**src/rtl/pwm_dec_pkg.sv**
```systemverilog
// Shared types and constants for the PWM duty decoder.
package pwm_dec_pkg;

    typedef enum logic {SEEK = 1'b0, MEASURE = 1'b1} state_t;

    localparam int DUTY_W = 8;
    localparam logic [DUTY_W-1:0] DUTY_FULL = 8'hFF;
    localparam logic [DUTY_W-1:0] DUTY_ZERO = 8'h00;
    localparam int COUNT_W_DEFAULT = 12;

endpackage

```
**src/rtl/pwm_dec_divider.sv**
```systemverilog
// Restoring divider producing floor(h*256/p): one load cycle, then 8 iteration cycles.
// busy covers the done cycle, so a new start cannot clobber a result being consumed.
module pwm_dec_divider
    import pwm_dec_pkg::*;
#(
    parameter int COUNT_W = COUNT_W_DEFAULT
) (
    input  logic               clk,
    input  logic               rst,
    input  logic               abort,
    input  logic               start,
    input  logic [COUNT_W-1:0] h,
    input  logic [COUNT_W-1:0] p,
    output logic               busy,
    output logic               done,
    output logic [DUTY_W-1:0]  q
);

    logic               running;
    logic               sat;
    logic [COUNT_W:0]   rem;
    logic [COUNT_W:0]   rem_sh;
    logic [COUNT_W-1:0] divisor;
    logic [DUTY_W-1:0]  quo;
    logic [2:0]         bit_cnt;

    assign rem_sh = {rem[COUNT_W-1:0], 1'b0};
    assign busy   = running | done;
    assign q      = sat ? DUTY_FULL : quo;

    always_ff @(posedge clk) begin
        if (rst || abort) begin
            running <= 1'b0;
            done    <= 1'b0;
            sat     <= 1'b0;
            rem     <= '0;
            divisor <= '0;
            quo     <= '0;
            bit_cnt <= '0;
        end else begin
            done <= 1'b0;
            if (start && !busy) begin
                running <= 1'b1;
                sat     <= (h >= p) || (p == '0);
                rem     <= {1'b0, h};
                divisor <= p;
                quo     <= '0;
                bit_cnt <= '0;
            end else if (running) begin
                // Remainder stays below the divisor, so the doubled value fits in COUNT_W+1 bits.
                if (rem_sh >= {1'b0, divisor}) begin
                    rem <= rem_sh - {1'b0, divisor};
                    quo <= {quo[DUTY_W-2:0], 1'b1};
                end else begin
                    rem <= rem_sh;
                    quo <= {quo[DUTY_W-2:0], 1'b0};
                end
                bit_cnt <= bit_cnt + 3'd1;
                if (bit_cnt == 3'd7) begin
                    running <= 1'b0;
                    done    <= 1'b1;
                end
            end
        end
    end

endmodule

```
**src/rtl/pwm_duty_decoder.sv**
```systemverilog
// Measures an incoming PWM waveform and recovers its 8-bit duty code (0x00 low .. 0xFF high).
// Define PWM_DEC_GLITCH_FILTER_EN to add a 2-of-3 majority filter after the synchronizer.
module pwm_duty_decoder
    import pwm_dec_pkg::*;
#(
    parameter int COUNT_W     = COUNT_W_DEFAULT,
    parameter int SYNC_STAGES = 2
) (
    input  logic               clk,
    input  logic               rst,
    input  logic               en,
    input  logic               pwm_in,
    input  logic               clr_overrun,
    output logic [DUTY_W-1:0]  duty_out,
    output logic [COUNT_W-1:0] period_out,
    output logic [COUNT_W-1:0] high_out,
    output logic               valid,
    output logic               stuck,
    output logic               overrun
);

    localparam logic [COUNT_W-1:0] CNT_MAX = '1;
    localparam logic [COUNT_W-1:0] CNT_ONE = COUNT_W'(1);

    logic [SYNC_STAGES-1:0] sync_q;
    logic                   raw_level;
    logic                   s_sync;
    logic                   s_prev;
    logic                   rise;

    state_t             state;
    logic [COUNT_W-1:0] period_cnt;
    logic [COUNT_W-1:0] high_cnt;
    logic [COUNT_W-1:0] seek_cnt;
    logic [COUNT_W-1:0] p_lat;
    logic [COUNT_W-1:0] h_lat;
    logic               stuck_pending;
    logic               stuck_level;

    logic               div_start;
    logic               div_busy;
    logic               div_done;
    logic [DUTY_W-1:0]  div_q;
    logic               stuck_hit;

    assign raw_level = sync_q[SYNC_STAGES-1];

`ifdef PWM_DEC_GLITCH_FILTER_EN
    logic [1:0] hist;
    logic       filt;
    logic       maj;

    assign maj = (raw_level & hist[0]) | (raw_level & hist[1]) | (hist[0] & hist[1]);

    always_ff @(posedge clk) begin
        if (rst) begin
            hist <= '0;
            filt <= 1'b0;
        end else begin
            hist <= {hist[0], raw_level};
            filt <= maj;
        end
    end

    assign s_sync = filt;
`else
    assign s_sync = raw_level;
`endif

    always_ff @(posedge clk) begin
        if (rst) begin
            sync_q <= '0;
            s_prev <= 1'b0;
        end else begin
            sync_q <= {sync_q[SYNC_STAGES-2:0], pwm_in};
            s_prev <= s_sync;
        end
    end

    always_comb begin
        rise      = s_sync & ~s_prev;
        div_start = en && (state == MEASURE) && rise && !div_busy;
        stuck_hit = 1'b0;
        if (en && !rise) begin
            if (state == SEEK) stuck_hit = (seek_cnt == CNT_MAX);
            else               stuck_hit = (period_cnt == CNT_MAX);
        end
    end

    pwm_dec_divider #(.COUNT_W(COUNT_W)) u_divider (
        .clk   (clk),
        .rst   (rst),
        .abort (~en),
        .start (div_start),
        .h     (high_cnt),
        .p     (period_cnt),
        .busy  (div_busy),
        .done  (div_done),
        .q     (div_q)
    );

    always_ff @(posedge clk) begin
        if (rst) begin
            state         <= SEEK;
            period_cnt    <= '0;
            high_cnt      <= '0;
            seek_cnt      <= '0;
            p_lat         <= '0;
            h_lat         <= '0;
            stuck_pending <= 1'b0;
            stuck_level   <= 1'b0;
            duty_out      <= DUTY_ZERO;
            period_out    <= '0;
            high_out      <= '0;
            valid         <= 1'b0;
            stuck         <= 1'b0;
            overrun       <= 1'b0;
        end else begin
            valid <= 1'b0;

            // A new overrun outranks a coincident clear.
            if (en && (state == MEASURE) && rise && div_busy) overrun <= 1'b1;
            else if (clr_overrun)                             overrun <= 1'b0;

            if (!en) begin
                state         <= SEEK;
                period_cnt    <= '0;
                high_cnt      <= '0;
                seek_cnt      <= '0;
                stuck_pending <= 1'b0;
            end else begin
                if (div_done) begin
                    valid      <= 1'b1;
                    stuck      <= 1'b0;
                    duty_out   <= div_q;
                    period_out <= p_lat;
                    high_out   <= h_lat;
                end else if (stuck_hit && !div_busy) begin
                    valid      <= 1'b1;
                    stuck      <= 1'b1;
                    duty_out   <= s_sync ? DUTY_FULL : DUTY_ZERO;
                    period_out <= '0;
                    high_out   <= '0;
                end else if (stuck_pending && !div_busy) begin
                    valid      <= 1'b1;
                    stuck      <= 1'b1;
                    duty_out   <= stuck_level ? DUTY_FULL : DUTY_ZERO;
                    period_out <= '0;
                    high_out   <= '0;
                end

                // A timeout seen while the divider runs is parked until its result is out.
                if (stuck_hit && div_busy) begin
                    stuck_pending <= 1'b1;
                    stuck_level   <= s_sync;
                end else if (!div_busy) begin
                    stuck_pending <= 1'b0;
                end

                if (div_start) begin
                    p_lat <= period_cnt;
                    h_lat <= high_cnt;
                end

                case (state)
                    SEEK: begin
                        period_cnt <= '0;
                        high_cnt   <= '0;
                        if (rise) begin
                            state      <= MEASURE;
                            period_cnt <= CNT_ONE;
                            high_cnt   <= CNT_ONE;
                            seek_cnt   <= '0;
                        end else if (stuck_hit) begin
                            seek_cnt <= '0;
                        end else begin
                            seek_cnt <= seek_cnt + CNT_ONE;
                        end
                    end
                    MEASURE: begin
                        if (rise) begin
                            period_cnt <= CNT_ONE;
                            high_cnt   <= CNT_ONE;
                        end else if (stuck_hit) begin
                            state      <= SEEK;
                            period_cnt <= '0;
                            high_cnt   <= '0;
                            seek_cnt   <= '0;
                        end else begin
                            period_cnt <= period_cnt + CNT_ONE;
                            if (s_sync) high_cnt <= high_cnt + CNT_ONE;
                        end
                    end
                    default: state <= SEEK;
                endcase
            end
        end
    end

endmodule

```
**config.mk**
```make
export PLATFORM = sky130hd
export DESIGN_NAME = pwm_duty_decoder
export DESIGN_NICKNAME = d
export VERILOG_FILES = /design/src/rtl/pwm_dec_pkg.sv /design/src/rtl/pwm_dec_divider.sv /design/src/rtl/pwm_duty_decoder.sv
export SDC_FILE = /design/constraint.sdc
export NUM_CORES = 1
export LEC_CHECK = 0
export ABC_AREA = 1
export CORE_ASPECT_RATIO = 0.8
export CORE_UTILIZATION = 50
export DETAILED_ROUTE_END_ITERATION = 10
export HOLD_SLACK_MARGIN = 0.08
export PLACE_DENSITY = 0.7
export SLEW_MARGIN = 20
export SYNTH_ARGS = -nofsm -noshare
export SYNTH_HDL_FRONTEND = slang
export SYNTH_SLANG_ARGS = --single-unit
```
**constraint.sdc**
```tcl
create_clock -name clk -period 1.6 [get_ports clk]
set_input_delay 0.48 -clock clk [delete_from_list [all_inputs] [get_ports clk]]
set_output_delay 0.48 -clock clk [all_outputs]
set_load 0.02 [all_outputs]
```
**After elaboration in Yosys (flattened, before gate mapping)**

Cells that the tools add are included.

- Register bits after elaboration: 139
- Input bits: 5

- Add/sub/neg operators: 5
- Order comparisons: 2
- Equal/unequal tests: 7
- Mux-type cells: 47
- Bitwise operators: 6
- Reductions and logical operators: 24

Operators with widths:

| cell | number |
|---|---|
| $mux 12 | 16 |
| $pmux 12 s2 | 3 |
| $mux 8 | 6 |
| $add 12x1->12 const B | 3 |
| $eq 12x12->1 const B | 2 |
| $mux 1 | 21 |
| $ge 13x12->1 | 1 |
| $ge 12x12->1 | 1 |
| $logic_not 12->1 | 1 |
| $sub 12x12->12 | 1 |
| $logic_and 1x1->1 | 9 |
| $reduce_and 2->1 | 4 |
| $ne 2x1->1 const B | 2 |
| $ne 4x3->1 const B | 1 |
| $not 1->1 | 4 |
| $reduce_bool 2->1 | 2 |
| $reduce_or 2->1 | 2 |
| $add 3x1->3 const B | 1 |
| $eq 3x3->1 const B | 1 |
| $reduce_bool 3->1 | 1 |
| $reduce_or 3->1 | 1 |
| $logic_not 1->1 | 2 |
| $logic_or 1x1->1 | 2 |
| $ne 2x2->1 const B | 1 |
| other kinds (3) | 3 |

**Depth between registers and ports, before layout**

Gate-level depths: netlist of the first run.

- Depth after elaboration: 8
- Gate-level depth with buffers: 13
- Gate-level depth less buffers: 13

**Modules after synthesis**

A second synthesis of the first run with hierarchy kept.

- Cells, all modules: 993
- Area total of the unflattened synthesis: 7015.5 um2

By module, submodules not included:

| module | times used | cells each | area an instance (um2) | sequential area each (um2) |
|---|---|---|---|---|
| pwm_duty_decoder | 1 | 607 | 4371.7 | 2021.9 |
| pwm_dec_divider | 1 | 386 | 2643.8 | 760.7 |

**Least setup slack after synthesis of the first run**

No wires, ideal clock.

- Path kind: register -> register
- Start point: reg u_divider.divisor[8]
- End point: reg u_divider.rem[4]
- Data arrival time: 1596 ps
- Required time: 1480 ps
- Path slack: -115 ps
- Cell stages (with the launch flop): 12
- Buffers on the path: 1
- Cells stage by stage: dfxtp_1 > inv_1 > ha_1 > nand2_1 > inv_1 > nand2_1 > nand2_1 > a21oi_1 > nand3_1 > buf_2 > o211ai_1 > nand2_1

- Longest elaborated chain between the ends: 4

RTL lines:

| item | line | text |
|---|---|---|
| start, declared | pwm_dec_divider.sv:23 | `logic [COUNT_W-1:0] divisor;` |
| start signal, assigned | pwm_dec_divider.sv:46 | `divisor <= p;` |
| $ge 13x12->1 | pwm_dec_divider.sv:51 | `if (rem_sh >= {1'b0, divisor}) begin` |
| $mux 12 | pwm_dec_divider.sv:51 |  |
| $mux 12 | pwm_dec_divider.sv:49 | `end else if (running) begin` |
| $mux 12 | pwm_dec_divider.sv:42 | `if (start && !busy) begin` |
| end signal, assigned | pwm_dec_divider.sv:45 | `rem <= {1'b0, h};` |
| end signal, assigned | pwm_dec_divider.sv:52 | `rem <= rem_sh - {1'b0, divisor};` |
| end signal, assigned | pwm_dec_divider.sv:55 | `rem <= rem_sh;` |
| end, declared | pwm_dec_divider.sv:21 | `logic [COUNT_W:0] rem;` |

Every way passes these cells. The select of a mux whose other input is x is not followed.
A chain may end at the register's enable or synchronous reset.

**Final worst setup path of the first run**

Same ends and word-level chain as after synthesis.

==> key figures, run 1 <==
Setup path
  – Worst path bufs/invs: 4
  – Crit path arrival time: around 2.2 ns
  – CP startpoint kind: flop
  – Crit-path max FO: 6
  – Slowest CP cell: dfxtp_2
  – CP required: between 1.5 and 2 ns
  – R2r setup slk: -0.25 ns
  – CP Capture Type: flop
  – Slowest Stage Delay on Critical Path: between 0.3 and 0.4 ns
  – CP cell instances: inv_2 -> ha_4 -> buf_6 -> nand2_1 -> nor2_2 -> nand3_2 -> nand3_4 -> buf_6 -> buf_16 -> nand2_2 -> o211ai_1 -> nand2_1
  – CP Class: flop to flop
  – Cell family contributing the most delay on the critical path: simple AND/OR/NAND/NOR gates

Die
  – Row count: 37
  – Die ar.: ~14000 um^2
  – I/O pin count: 40
  – Die X: 131.9 um
  – Die Y: about 110 um
  – Core box area: ~13000 um^2
  – Initial core utilization: 51.90%

Yosys
  – #FFs+latches synth: between 100 and 150
  – Synth async-reset ratio: 0%
  – Post-synthesis net count: 999
  – Synth Instances: 963
  – Per-instance average area after synthesis: 7.011 um^2
  – Sequential area share after synthesis: around two fifths
  – Synth warn: 0
  – Cell area after synthesis: 6751 um^2
  – Post-synth top flop: dfxtp_1
  – Post-synth cell types: 38
  – EDFF count, synth: 0

Route
  – Residual DRC: 0
  – Avg WL per Cell: roughly 17 um
  – Vias: roughly 7400
  – Total Routed Length: approximately 23 mm
  – Drt initial violations: between 600 and 700
  – TritonRoute pass-1 iters: 5
  – Final ANT Viol Nets: 0
  – Via density: 5.465

Clocking
  – Longest Clk Path Bufs: 2
  – Clk sinks: about 140
  – CTS Hold Bufs: 0
  – Num CTS Buffers: 17
  – Root Driver: clkbuf_16
  – Worst skew pair latency: 0.42 ns
  – CTS tree: yes
  – Clk pin slew, worst setup/hold paths: roughly 0.070 ns
  – H-tree levels: 4

Cells and area
  – Area Overhead vs Synth: 49.39%
  – Post-route non-filler standard cell count: approximately 1300
  – Design area: ~10000 um^2
  – Share of layout cells above drive strength 1: between 30 and 40%
  – ANT cells: 0
  – Nets@finish: 1194
  – Fillers: 877

Timing
  – Measured slew at the worst slew-check pin: between 0.6 and 0.7 ns
  – Hold_ws: about 0.40 ns
  – RSZ-0062 raised after global routing: yes
  – Slew Limit Fails: 0
  – Final hold violations: 0
  – Relative slew slack: ~57%
  – Final Skew: approximately 0.010 ns
  – Final Cycle Share: 115.5%
  – Final setup fails: 32
  – Setup ws final: -0.2487 ns
  – Minimum clock period: between 1.5 and 2 ns
  – Max Freq: between 0.5 and 0.6 GHz

Pwr
  – Combinational Power Share: 3.0%
  – Power Density: 766.9 nW/um^2
  – Clock network fraction of design power: 52.2%
  – Sw power: 0.001952 W
  – Sw Ratio: approximately 25%
  – Leakage power: between 4 and 5 nW
  – Internal power: 0.005783 W
  – Worst vdd ir: about 0.91 mV
  – Power share of the sequential group: between 40% and 50%

Global routing
  – GRT Overall Usage: 30.24%
  – Grt total ovfl: 0
  – Largest net degree at the start of global routing: between 50 and 60
  – Vias in the first global route: about 6700
  – First-pass GRT wire length: about 33 mm
  – Initial antenna violation count: 0

Flow run
  – Number of max-cap violations: 0

Status
  – Status: complete, but fails checks
  – Failing checks: setup timing

Place
  – Port Buffers: 39
  – Placement Cell Area: ~8400 um^2
  – GPL Wtd Cong: between 0.8 and 0.9
  – DP Wirelength: ~14 mm
  – Pre-CTS worst setup slack: -0.5871 ns
  – Placed Cells: 1284

Min path
  – Worst Hold Class: flop to flop
[final timing paths]
kind	start	to	cells past startpoint
min	sync_q[0]	sync_q[1]	2
max	u_divider.divisor[8]	u_divider.rem[4]	12
min reg2reg	sync_q[0]	sync_q[1]	2
max reg2reg	u_divider.divisor[8]	u_divider.rem[4]	12
[cells in the final DEF, fill, tap and decap left out, drive strengths merged, types with 26 or more instances in the layout]
master / count
nand2: 275
buf: 171
dfxtp: 139
inv: 121
a21oi: 103
nor2: 90
nand3: 77
o21ai: 32
ha: 30
clkbuf: 26
[metal layers]
metal  share of wire, %  routed length [um]  global-route usage, %  vias up
li1                   -                   -                      -     3505
met5                  0                   0                      0        -
met3                5.9                1331                  4.959       82
met4                3.1                 716                  11.21        0
met2                 49               11170                  51.51      297
met1                 42                9519                  38.59     3472
[sequential cells by signal (all words and copies together), names as in the netlist, 2 cells and up]
signal and flops:
u_divider.quo 8, sync_q 2, h_lat 12, period_out 12, u_divider.bit_cnt 3, duty_out 8, p_lat 12, high_cnt 12
high_out 12, period_cnt 12, u_divider.divisor 12, seek_cnt 12, u_divider.rem 12
[kinds of logic (layout without fill, tap and decap cells)]
kind of cell	after synthesis	count (layout)	share of synthesized area (%)
AND/OR/NAND/NOR	469	471	29.67
XOR/XNOR	16	16	2.076
buffers and inverters	150	355	8.747
flip-flops	139	139	41.22
AO/OA/AOI/OAI	158	159	12.44
adder cells (fa/ha/maj)	31	31	5.856
[tightest hold or removal path, stage by stage (launching register included)]
cell	delay, ns
dfxtp_1	0.30
inv_1	0.04
nor2_1	0.03
[cell type report]
class | count | area (um^2) | share of cell area (%)
clock buffers | 17 | 425.4 | 4.218
repair buffers | 209 | 1793 | 17.78
flip-flops and latches | 139 | 2823 | 27.99
clock inverters | 15 | 173.9 | 1.724
inverters | 114 | 439.2 | 4.354
well taps | 175 | 219.0 | 2.171
multi-input cells | 677 | 4213 | 41.77
[through the flow]
stage / utilization (%) / setup TNS [ns] / power (W)
2_1_floorplan: - / 0 / 0.003637
3_5_place_dp: 64.92 / -64.86 / 0.003721
6_report: 77.53 / -3.503 / 0.007735
5_1_grt: 77.53 / -5.776 / 0.007927
4_1_cts: 73.76 / -2.118 / 0.007714
3_3_place_gp: 64.92 / -61.63 / 0.003720
[cell usage after synthesis (4+ instances only)]
master    count  area [um^2]
nand3_1      70        350.3
buf_1         8        30.03
nand2_1     267         1002
dfxtp_1     139         2783
o22ai_1      12        75.07
ha_1         30        375.4
a21oi_1     101        505.5
o21ai_0      32        160.2
clkbuf_1     15        56.30
nand4_1      10        62.56
nand3_2       7        70.07
xor2_1       12        105.1
o211ai_1      6        45.04
inv_1       107        401.6
xnor2_1       4        35.03
buf_2        10        50.05
nor2_1       86        322.8
inv_2         5        18.77
nor3_1       11        55.05
[what timing repair did]
action                     4_1_cts  5_1_grt
pin swaps                       54       59
gates resized for setup        163      159
setup endpoints to repair      160      156
setup buffers                   17        9
gates cloned                     4        1
[power groups by stage]
stage	combinational [W]	sequential (W)	clock, W
6_report	0.000231	0.00347	0.00403
5_1_grt	0.000240	0.00347	0.00422
4_1_cts	0.000202	0.00347	0.00404
3_5_place_dp	0.000173	0.00355	0
3_3_place_gp	0.000173	0.00355	0
2_1_floorplan	0.0000873	0.00355	0
Note: power is estimated with default switching activity, not from simulation.
==> run 2: changes to the inputs <==
Settings changed: PLACE_DENSITY 0.7 to 0.68.
Clock period 1.6 ns to 2.3 ns, I/O delays scaled along.
==> run 2 against run 1 <==
The run now ends clean. Via count fell by 15%. Count of clock-buffer cells in the layout did not move. Non-clock buffer count fell by 133. Largest cell class unchanged. Highest routed layer unchanged.
==> key figures, run 2 (synthesized netlist as in run 1, its figures left out) <==
Status
  – Status: complete, no violations

Pwr
  – Tot Pwr: roughly 0.0053 W
  – Worst vdd ir: 0.4774 mV
  – Power Density: around 650 nW/um^2
  – Internal power: ~0.0041 W
  – Combinational Power Share: under 10%
  – Power share of the sequential group: a little under half
  – Sw power: roughly 0.0012 W
  – Leakage power: around 3.4 nW
  – Clock network fraction of design power: between 50% and 60%
  – Sw Ratio: a little under a quarter

Min path
  – Worst Hold Class: flop to flop
  – Hold EP: sync_q[1]
  – Hold_sp: sync_q[0]
  – Hold depth: 2

Global routing
  – Largest net degree at the start of global routing: 51
  – Grt total ovfl: 0
  – Initial antenna violation count: 0
  – Vias in the first global route: about 5800
  – First-pass GRT wire length: 28.73 mm
  – GRT Overall Usage: between 20% and 30%

Place
  – Placement Cell Area: around 7500 um^2
  – Port Buffers: 39
  – GPL Wtd Cong: approximately 0.92
  – DP Wirelength: 12.54 mm
  – Placed Cells: between 1000 and 1500

Route
  – Avg WL per Cell: 14.23 um
  – Residual DRC: 0
  – Vias: about 6200
  – Total Routed Length: ~17 mm
  – Drt initial violations: 447
  – Via density: 5.161
  – Final ANT Viol Nets: 0
  – TritonRoute pass-1 iters: 5

Timing
  – Total Neg Setup Slack: 0 ns
  – Relative slew slack: about three fifths
  – Slew Limit Fails: 0
  – Final Skew: between 0.01 and 0.015 ns
  – Measured slew at the worst slew-check pin: 0.6063 ns
  – Minimum clock period: roughly 2.1 ns
  – Final Cycle Share: 90.50%
  – RSZ-0062 raised after global routing: no
  – Final setup fails: 0
  – Final hold violations: 0
  – Max Freq: 0.4804 GHz

Cells and area
  – ANT cells: 0
  – Most frequent cells in the layout: nand2_1 (267), dfxtp_1 (139), inv_1 (107), a21oi_1 (100), nor2_1 (86)
  – Share of layout cells above drive strength 1: under 10%
  – Design area: approximately 8000 um^2
  – Commonest non-fill, non-tap cell in the layout: nand2_1
  – Fillers: ~1200
  – Nets@finish: about 1100
  – Area Overhead vs Synth: 20.48%
  – Post-route non-filler standard cell count: 1210

Setup path
  – Slowest CP cell: clkdlybuf4s50_1
  – R2r endpoint: u_divider.rem[8]
  – CP required: 1.61 ns
  – Crit path arrival time: 1.39 ns
  – Reg2reg start: u_divider.divisor[8]
  – Cell family contributing the most delay on the critical path: buffers and inverters
  – CP cell instances: clkdlybuf4s50_1
  – Worst setup path startpoint: high_out[9]
  – Slowest Stage Delay on Critical Path: just over 0.6 ns
  – Crit-path max FO: 2
  – CP Capture Type: output port
  – Worst path bufs/invs: 1
  – CP startpoint kind: flop
  – Depth of the worst register-to-register path: 13
  – CP Class: flop to output port
  – R2r setup slk: between 0.2 and 0.25 ns

Clocking
  – Post-CTS Setup Bufs: 0
  – Root Driver: clkbuf_16
  – H-tree levels: 4
  – CTS tree: yes
  – Longest Clk Path Bufs: 2
  – Clk sinks: around 140
  – Clk pin slew, worst setup/hold paths: 0.07 ns
  – Num CTS Buffers: 17
  – Worst skew pair latency: between 0.4 and 0.5 ns

Die
  – Core box area: 13010 um^2
  – Initial core utilization: between 50% and 60%
  – Die ar.: about 14000 um^2
  – Die X: ~130 um
  – Die Y: about 110 um
  – I/O pin count: 40
  – Row count: 37

Flow run
  – Number of max-cap violations: 0
==> run 2: what timing repair did <==
| action | CTS | global route |
|---|---|---|
| hold buffers | 0 | 0 |
| gates resized for setup | 0 | 2 |
| setup endpoints to repair | 0 | 1 |
==> run 2: worst max path at each step <==
| stage | end | cells past startpoint |
|---|---|---|
| after floorplan | u_divider.divisor[10] | 6 |
| after global placement | period_cnt[2] | 9 |
| after detailed placement | period_out[4] | 7 |
| after CTS | u_divider.rem[8] | 13 |
| after global routing | u_divider.quo[0] | 10 |
| final | high_out[9] | 1 |
==> run 2: routing by layer <==
| metal | global-route usage, % | share of wire [%] | vias to the layer above |
|---|---|---|---|
| met1 | 35.63 | 48 | 2829 |
| met2 | 41.69 | 45 | 160 |
| met3 | 4.626 | 4.8 | 24 |
| met5 | 0 | 0 | - |
| met4 | 8.056 | 1.6 | 0 |
| li1 | - | - | 3232 |
==> run 2: power groups by stage <==
stage	Sequential, W	Clock, W	Combinational (W)
4_1_cts	0.00242	0.00284	0.000103
2_1_floorplan	0.00247	0	0.0000607
3_5_place_dp	0.00247	0	0.000102
3_3_place_gp	0.00247	0	0.000102
5_1_grt	0.00242	0.00294	0.000114
6_report	0.00242	0.00280	0.000103
==> run 2: layout make-up <==
class	instances	area [um^2]	area share [%]
clock inverters	15	178.9	2.200
inverters	114	427.9	5.261
flip-flops and latches	139	2783	34.21
multi-input cells	674	3387	41.64
clock buffers	17	425.4	5.230
repair buffers	76	713.2	8.768
well taps	175	219.0	2.692
==> run 2: through the flow <==
| stage | setup slack, ns | utilization [%] | hold WS [ns] |
|---|---|---|---|
| after floorplan | 0.5230 | - | 0.3883 |
| after global placement | -0.02633 | 57.81 | 0.3934 |
| after global routing | 0.05371 | 62.53 | 0.4111 |
| after detailed placement | -0.08840 | 57.81 | 0.3924 |
| after CTS | 0.2060 | 62.46 | 0.4010 |
| final | 0.2186 | 62.53 | 0.4007 |
==> run 3: changes to the inputs <==
Settings changed: CTS_BUF_LIST set to sky130_fd_sc_hd__clkbuf_16.
==> results of run 3 <==
The final DEF is identical to that of run 2; final timing and power are the same.
